[src/rtl/uart_tx_unit.sv]
// uart_tx_unit: asynchronous serial transmitter. Sends start bit, LSB-first
// data, optional parity and stop period, each bit paced by a 16x baud tick.
module uart_tx_unit #(
   parameter int N_BITS_DATA = 8,
   parameter int SB_TICKS    = 16,
   parameter int PARITY_EN   = 0,
   parameter int PARITY_ODD  = 0
) (
   input  logic                   clock,
   input  logic                   reset,
   input  logic                   s_tick_i,
   input  logic                   tx_start_i,
   input  logic [N_BITS_DATA-1:0] tx_data_i,
   output logic                   tx_o,
   output logic                   tx_busy_o,
   output logic                   tx_done_tick_o
);

   // Tick counter must reach 15 for normal bits and SB_TICKS-1 in the stop period.
   localparam int TICK_W = ($clog2(SB_TICKS) > 4) ? $clog2(SB_TICKS) : 4;
   localparam int BIT_W  = $clog2(N_BITS_DATA);

   localparam logic [TICK_W-1:0] BIT_TICK_LAST  = TICK_W'(15);
   localparam logic [TICK_W-1:0] STOP_TICK_LAST = TICK_W'(SB_TICKS - 1);
   localparam logic [BIT_W-1:0]  DATA_BIT_LAST  = BIT_W'(N_BITS_DATA - 1);
   localparam logic              PAR_INIT       = (PARITY_ODD != 0);
   localparam logic              PAR_ON         = (PARITY_EN != 0);

   typedef enum logic [2:0] {
      IDLE   = 3'd0,
      START  = 3'd1,
      DATA   = 3'd2,
      PARITY = 3'd3,
      STOP   = 3'd4
   } state_t;

   state_t                 state_q,  state_d;
   logic [TICK_W-1:0]      tick_q,   tick_d;
   logic [BIT_W-1:0]       bit_q,    bit_d;
   logic [N_BITS_DATA-1:0] shift_q,  shift_d;
   logic                   par_q,    par_d;
   logic                   tx_q,     tx_d;
   logic                   busy_q,   busy_d;
   logic                   done_q,   done_d;

   // Next-state logic; line, busy and done are derived from the next state so
   // the registered outputs line up with the state they describe.
   always_comb begin
      state_d = state_q;
      tick_d  = tick_q;
      bit_d   = bit_q;
      shift_d = shift_q;
      par_d   = par_q;
      done_d  = 1'b0;

      case (state_q)
         IDLE: begin
            if (tx_start_i) begin
               shift_d = tx_data_i;
               tick_d  = '0;
               bit_d   = '0;
               par_d   = PAR_INIT;
               state_d = START;
            end
         end
         START: begin
            if (s_tick_i) begin
               if (tick_q == BIT_TICK_LAST) begin
                  tick_d  = '0;
                  state_d = DATA;
               end else begin
                  tick_d = tick_q + TICK_W'(1);
               end
            end
         end
         DATA: begin
            if (s_tick_i) begin
               if (tick_q == BIT_TICK_LAST) begin
                  par_d   = par_q ^ shift_q[0];
                  shift_d = shift_q >> 1;
                  tick_d  = '0;
                  if (bit_q == DATA_BIT_LAST) begin
                     state_d = PAR_ON ? PARITY : STOP;
                  end else begin
                     bit_d = bit_q + BIT_W'(1);
                  end
               end else begin
                  tick_d = tick_q + TICK_W'(1);
               end
            end
         end
         PARITY: begin
            if (s_tick_i) begin
               if (tick_q == BIT_TICK_LAST) begin
                  tick_d  = '0;
                  state_d = STOP;
               end else begin
                  tick_d = tick_q + TICK_W'(1);
               end
            end
         end
         STOP: begin
            if (s_tick_i) begin
               if (tick_q == STOP_TICK_LAST) begin
                  tick_d  = '0;
                  done_d  = 1'b1;
                  state_d = IDLE;
               end else begin
                  tick_d = tick_q + TICK_W'(1);
               end
            end
         end
         default: begin
            state_d = IDLE;
         end
      endcase

      case (state_d)
         START:   tx_d = 1'b0;
         DATA:    tx_d = shift_d[0];
         PARITY:  tx_d = par_d;
         default: tx_d = 1'b1;
      endcase

      busy_d = (state_d != IDLE);
   end

   // State and output registers with synchronous active-low reset; a reset
   // abandons any frame in progress without a done pulse.
   always_ff @(posedge clock) begin
      if (!reset) begin
         state_q <= IDLE;
         tick_q  <= '0;
         bit_q   <= '0;
         shift_q <= '0;
         par_q   <= 1'b0;
         tx_q    <= 1'b1;
         busy_q  <= 1'b0;
         done_q  <= 1'b0;
      end else begin
         state_q <= state_d;
         tick_q  <= tick_d;
         bit_q   <= bit_d;
         shift_q <= shift_d;
         par_q   <= par_d;
         tx_q    <= tx_d;
         busy_q  <= busy_d;
         done_q  <= done_d;
      end
   end

   assign tx_o           = tx_q;
   assign tx_busy_o      = busy_q;
   assign tx_done_tick_o = done_q;

endmodule

[config.mk]
export PLATFORM = sky130hd
export DESIGN_NAME = uart_tx_unit
export DESIGN_NICKNAME = d
export VERILOG_FILES = /design/src/rtl/uart_tx_unit.sv
export SDC_FILE = /design/constraint.sdc
export NUM_CORES = 1
export LEC_CHECK = 0
export CAP_MARGIN = 5
export CORE_MARGIN = 2
export CORE_UTILIZATION = 45
export DETAILED_ROUTE_END_ITERATION = 10
export GPL_ROUTABILITY_DRIVEN = 0
export PLACE_DENSITY_LB_ADDON = 0.2
export SYNTH_ARGS = -nofsm -noshare
export SYNTH_HDL_FRONTEND = slang
export SYNTH_SLANG_ARGS = --single-unit
[constraint.sdc]
create_clock -name clock -period 4.1 [get_ports clock]
set_input_delay 0.615 -clock clock [delete_from_list [all_inputs] [get_ports clock]]
set_output_delay 0.615 -clock clock [all_outputs]
set_load 0.1 [all_outputs]
== Word-level counts from Yosys, hierarchy flattened ==
Index checks and enable logic that the tools add are counted.

* Register bits: 22
* Bits in latches: 0
* RAM bits: 0
* ROM bits: 0
* Input port bits: 12
* Output and inout port bits: 3
* Logic and storage cells: 65
* Memories: 0

* Add/sub/neg operators: 2
* Multiply operators: 0
* Div/mod/pow operators: 0
* $lt $le $gt $ge: 0
* Equality and inequality tests: 14
* Shift operators: 0
* Muxes and demuxes: 30
* Bitwise operators: 1
* Reduce and logical (&&, ||, !) cells: 9

{| class="wikitable"
|+ Operators by type and width
! kind !! number
|-
| $mux 3 || 14
|-
| $mux 8 || 3
|-
| $pmux 8 s2 || 1
|-
| $pmux 3 s5 || 1
|-
| $eq 3x2->1 const B || 4
|-
| $mux 4 || 3
|-
| $ne 2x2->1 const B || 4
|-
| $pmux 4 s2 || 1
|-
| $eq 3x1->1 const B || 2
|-
| $eq 3x3->1 const B || 2
|-
| $pmux 3 s2 || 1
|-
| $reduce_and 3->1 || 2
|-
| $reduce_and 5->1 || 1
|-
| $add 4x1->4 const B || 1
|-
| $eq 4x4->1 const B || 1
|-
| $mux 1 || 4
|-
| $reduce_and 4->1 || 1
|-
| $reduce_bool 2->1 || 2
|-
| $reduce_or 4->1 || 1
|-
| $add 3x1->3 const B || 1
|-
| $logic_not 3->1 || 1
|-
| $pmux 1 s3 || 1
|-
| $reduce_bool 3->1 || 1
|-
| $ne 2x1->1 const B || 1
|-
| 2 further kinds || 2
|}

== Depth between registers and ports, before layout ==
* Depth in word-level cells: 7
* Gate-level depth with buffers: 6
* Mapped depth without buffers: 6

== Worst setup path after synthesis ==
No wires, ideal clock.

* Path type: input to register
* Start: input port tx_start_i
* End: register tx_q, in the netlist tx_o
* Setup time: 123 ps
* Arrival: 1668 ps
* Required time: 3977 ps
* Path slack: 2309 ps
* Cell stages on the path: 5
* Buffers on the path: 1
* Path through: or4b_1 -> buf_2 -> o311a_4 -> a2111oi_4 -> o21ai_1

* Cells in the longest elaborated chain, start to end: 4
* Elaborated cells between the ends (all ways): 10
* Classes of those cells: eq/ne (3); mux (7)

{| class="wikitable"
|+ Ends and longest elaborated chain
! item !! line !! source
|-
| from (decl) || 12 || <nowiki>input logic tx_start_i,</nowiki>
|-
| $mux 3 || 58 || <nowiki>if (tx_start_i) begin</nowiki>
|-
| $pmux 3 s5 || 56 || <nowiki>case (state_q)</nowiki>
|-
| $eq 3x2->1 / $eq 3x1->1 (equally long branches) || 118 || <nowiki>case (state_d)</nowiki>
|-
| $pmux 1 s3 (*) || 118 ||
|-
| to (signal assigned) || 146 || <nowiki>tx_q <= tx_d;</nowiki>
|-
| to (decl) || 42 || <nowiki>logic tx_q, tx_d;</nowiki>
|}

Mark *: on every way between the ends. The rest lies on a longest branch, timed or not. The select of a mux whose other input is x is not followed.
A chain may end at the register's enable or synchronous reset.

== Worst setup path after layout ==
* Start: register tx_q, in the netlist tx_o
* End: output port tx_o

{| class="wikitable"
|+ RTL lines
! item !! line !! source
|-
| to (decl) || 14 || <nowiki>output logic tx_o,</nowiki>
|}

No word-level cell between the ends.

==> flow_metrics.py <==
metrics = {
    "run_status": {
        "status": "completed",
    },
    "setup_path": {
        "crit_arrival_ns": 1.76,
        "worstSetupPathType": "reg -> out",
        "cp_num_buf_inv": 1,
        "critical-path-max-stage-delay_ns": 1.12,
        "cp.required_ns": 3.48,
        "cp_cell_sequence": "clkdlybuf4s50_1",
        "worstPathMaxFanout": 1,
        "critical_path.top_delay_family": "buffers and inverters",
        "cp_slowest_cell": "clkdlybuf4s50_1",
        "critPathLaunchType": "flip-flop",
        "timing.rr.start": "tick_q[0]",
        "worstSetupEndpointType": "output port",
        "startpoint": "tx_o",
    },
    "detailed_routing": {
        "drt_first_pass_iters": 4,
        "drt_iter0_drc": 17,
        "wirelength_um": 2161,
        "ant_nets": 0,
        "post-route-drc-count": 0,
        "routedWlPerCell_um": 12.94,
        "via_per_inst": 5.838,
        "vias": 975,
    },
    "timing": {
        "timing.hold.ws_ns": 0.4611,
        "fin_crit_sh_pct": 58.00,
        "rsz0062_at_grt": "false",
        "final.setup.tns_ns": 0,
        "fin_crit_ns": 2.378,
        "fin_skew_ns": 0.004564,
        "final-max-slew-violation-count": 0,
        "timing.fmax_mhz": 420.6,
        "setup_viol": 0,
        "relSlewSlack_pct": 35.84,
        "tightest_slew_ns": 0.9594,
        "hold_viol_final": 0,
    },
    "floorplanning": {
        "ios": 15,
        "coreArea_um2": 2432,
        "die_area_um2": 2933,
        "die_w_um": 54.16,
        "rows": 18,
        "die_y_um": 54.16,
        "initial_core_util_pct": 46.55,
    },
    "place": {
        "place_inst": 163,
        "numPortBuffers": 14,
        "dpl.hpwl_um": 1509,
        "placed_area_um2": 1295,
    },
    "global_route": {
        "grt-ovfl-total": 0,
        "antenna_found_initial": 0,
        "grtUsageTotal_pct": 16.52,
        "grt_max_degree": 25,
        "grt_pass1_wl_um": 3477,
        "grt_pass1_vias": 790,
    },
    "clock_network": {
        "post_cts_buffers": 0,
        "cts_resized": 0,
        "clk_latency_ns": 0.31,
        "htree_levels": 1,
        "cts_root_buffer": "clkbuf_4",
        "clk_pin_slew_ns": 0.13,
        "clk_path_buf_depth": 2,
        "cts.sink_count": 22,
        "cts-buffers-inserted": 3,
        "ctsHoldBuffers": 0,
        "tritoncts": "done",
    },
    "cells_and_area": {
        "syn_to_final_growth_pct": 19.01,
        "fin_area_um2": 1348,
        "antenna_cells": 0,
        "final_common_cell": "dfxtp_1",
        "fin_nets": 153,
        "drive_gt1_share_pct": 8.759,
        "finalNonFillerCells": 167,
        "final_cell_mix": "dfxtp_1, nand2_1, clkdlybuf4s50_1",
    },
    "synthesis": {
        "yosys.area.top_type_share_pct": 38.90,
        "yosys-top-cells-area": "dfxtp_1, a21boi_1, nand2_1, mux2i_1, a22oi_1",
        "synth.yosys.warnings": 0,
        "yosysSeqAreaShare_pct": 38.90,
        "syn_area_um2": 1132,
        "synth_cell_type_count": 38,
        "synth_seq_cells": 22,
        "yosys.area.top_type": "dfxtp_1",
        "netlist_instances": 125,
        "synth_nets": 140,
        "syn_area_per_cell_um2": 9.059,
    },
    "flow_run": {
        "drv_cap": 0,
    },
    "pwr": {
        "ir_drop_v": 0.0003244,
        "p_leak_nw": 0.5129,
        "p_per_area_nw_per_um2": 341.7,
    },
    "min_path": {
        "hold_path_startpoint": "shift_q[5]",
        "hold_class": "reg -> reg",
    },
}
[worst paths after layout]
kind                end  slack (ns)  cells after the start
max                tx_o        1.72                      1
min          shift_q[5]        0.46                      2
max reg2reg  shift_q[7]        2.14                      5
min reg2reg  shift_q[5]        0.46                      2
[layer usage]
layer | share of wire, % | global-route usage [%]
met1 | 49 | 22.34
met5 | 0 | 0
met3 | 4.4 | 5.000
met2 | 46 | 24.10
met4 | 0.88 | 7.083
[registers in the layout (all words and copies together) (netlist names)]
| name | count |
|---|---|
| tick_q | 4 |
| tx_o | 1 |
| state_q | 3 |
| shift_q | 8 |
| par_q | 1 |
| bit_q | 3 |
| tx_busy_o | 1 |
| tx_done_tick_o | 1 |
[final cells by class]
| class | count | area (um^2) |
|---|---|---|
| inverters | 1 | 3.754 |
| repair buffers | 15 | 147.6 |
| fillers | 225 | 1085 |
| clock buffers | 3 | 22.52 |
| clock inverters | 1 | 30.03 |
| multi-input cells | 95 | 665.6 |
| well taps | 30 | 37.54 |
| flip-flops and latches | 22 | 440.4 |
[tightest hold or removal path, cell delays in order, from the launching register on]
cell	delay, ns
dfxtp_1	0.33
nand2_1	0.05
a21boi_1	0.05
[cells in the mapped netlist (all sizes together)]
master and instances:
nor3b 3, nand2b 2, and3 3, or3 1, nand4 1, mux2i 5, o311a 1, a311o 1
o211a 1, dfxtp 22, nor4b 1, a21boi 7, a21oi 5, a22o 1, nand2 14, or4b 1
a2111oi 1, nand3 8, a311oi 1, o21ai 8, nor2b 2, nor3 4, buf 2, o21a 4
ha 3, and4 1, inv 1, o221ai 1, nand3b 1, clkbuf 5, nor2 5, a22oi 6
and2 3
[report_power, final]
group / switching [mW] / total [mW] / internal, mW
logic: 0.0325 / 0.0617 / 0.0292
registers: 0.00715 / 0.229 / 0.222
clock network: 0.0708 / 0.170 / 0.0989
total: 0.110 / 0.460 / 0.350
[through the flow]
stage | setup WS, ns | utilization [%] | power [mW]
after floorplan | 2.309 | - | 0.2747
after global placement | 1.677 | 53.24 | 0.2951
after detailed placement | 1.619 | 53.24 | 0.2959
after CTS | 1.700 | 55.40 | 0.4680
after global routing | 1.639 | 55.40 | 0.4813
final | 1.722 | 55.40 | 0.4604
[cell families after synthesis]
| logic type | Yosys count | synth area share (%) |
|---|---|---|
| DFF | 22 | 38.89 |
| and+or+nand+nor | 50 | 24.75 |
| buffers and inverters | 8 | 2.873 |
| muxes | 5 | 4.420 |
| AOI/OAI and AO/OA | 37 | 25.75 |
| adders and majority gates | 3 | 3.315 |
No activity file was read; power rests on OpenSTA's default activity.
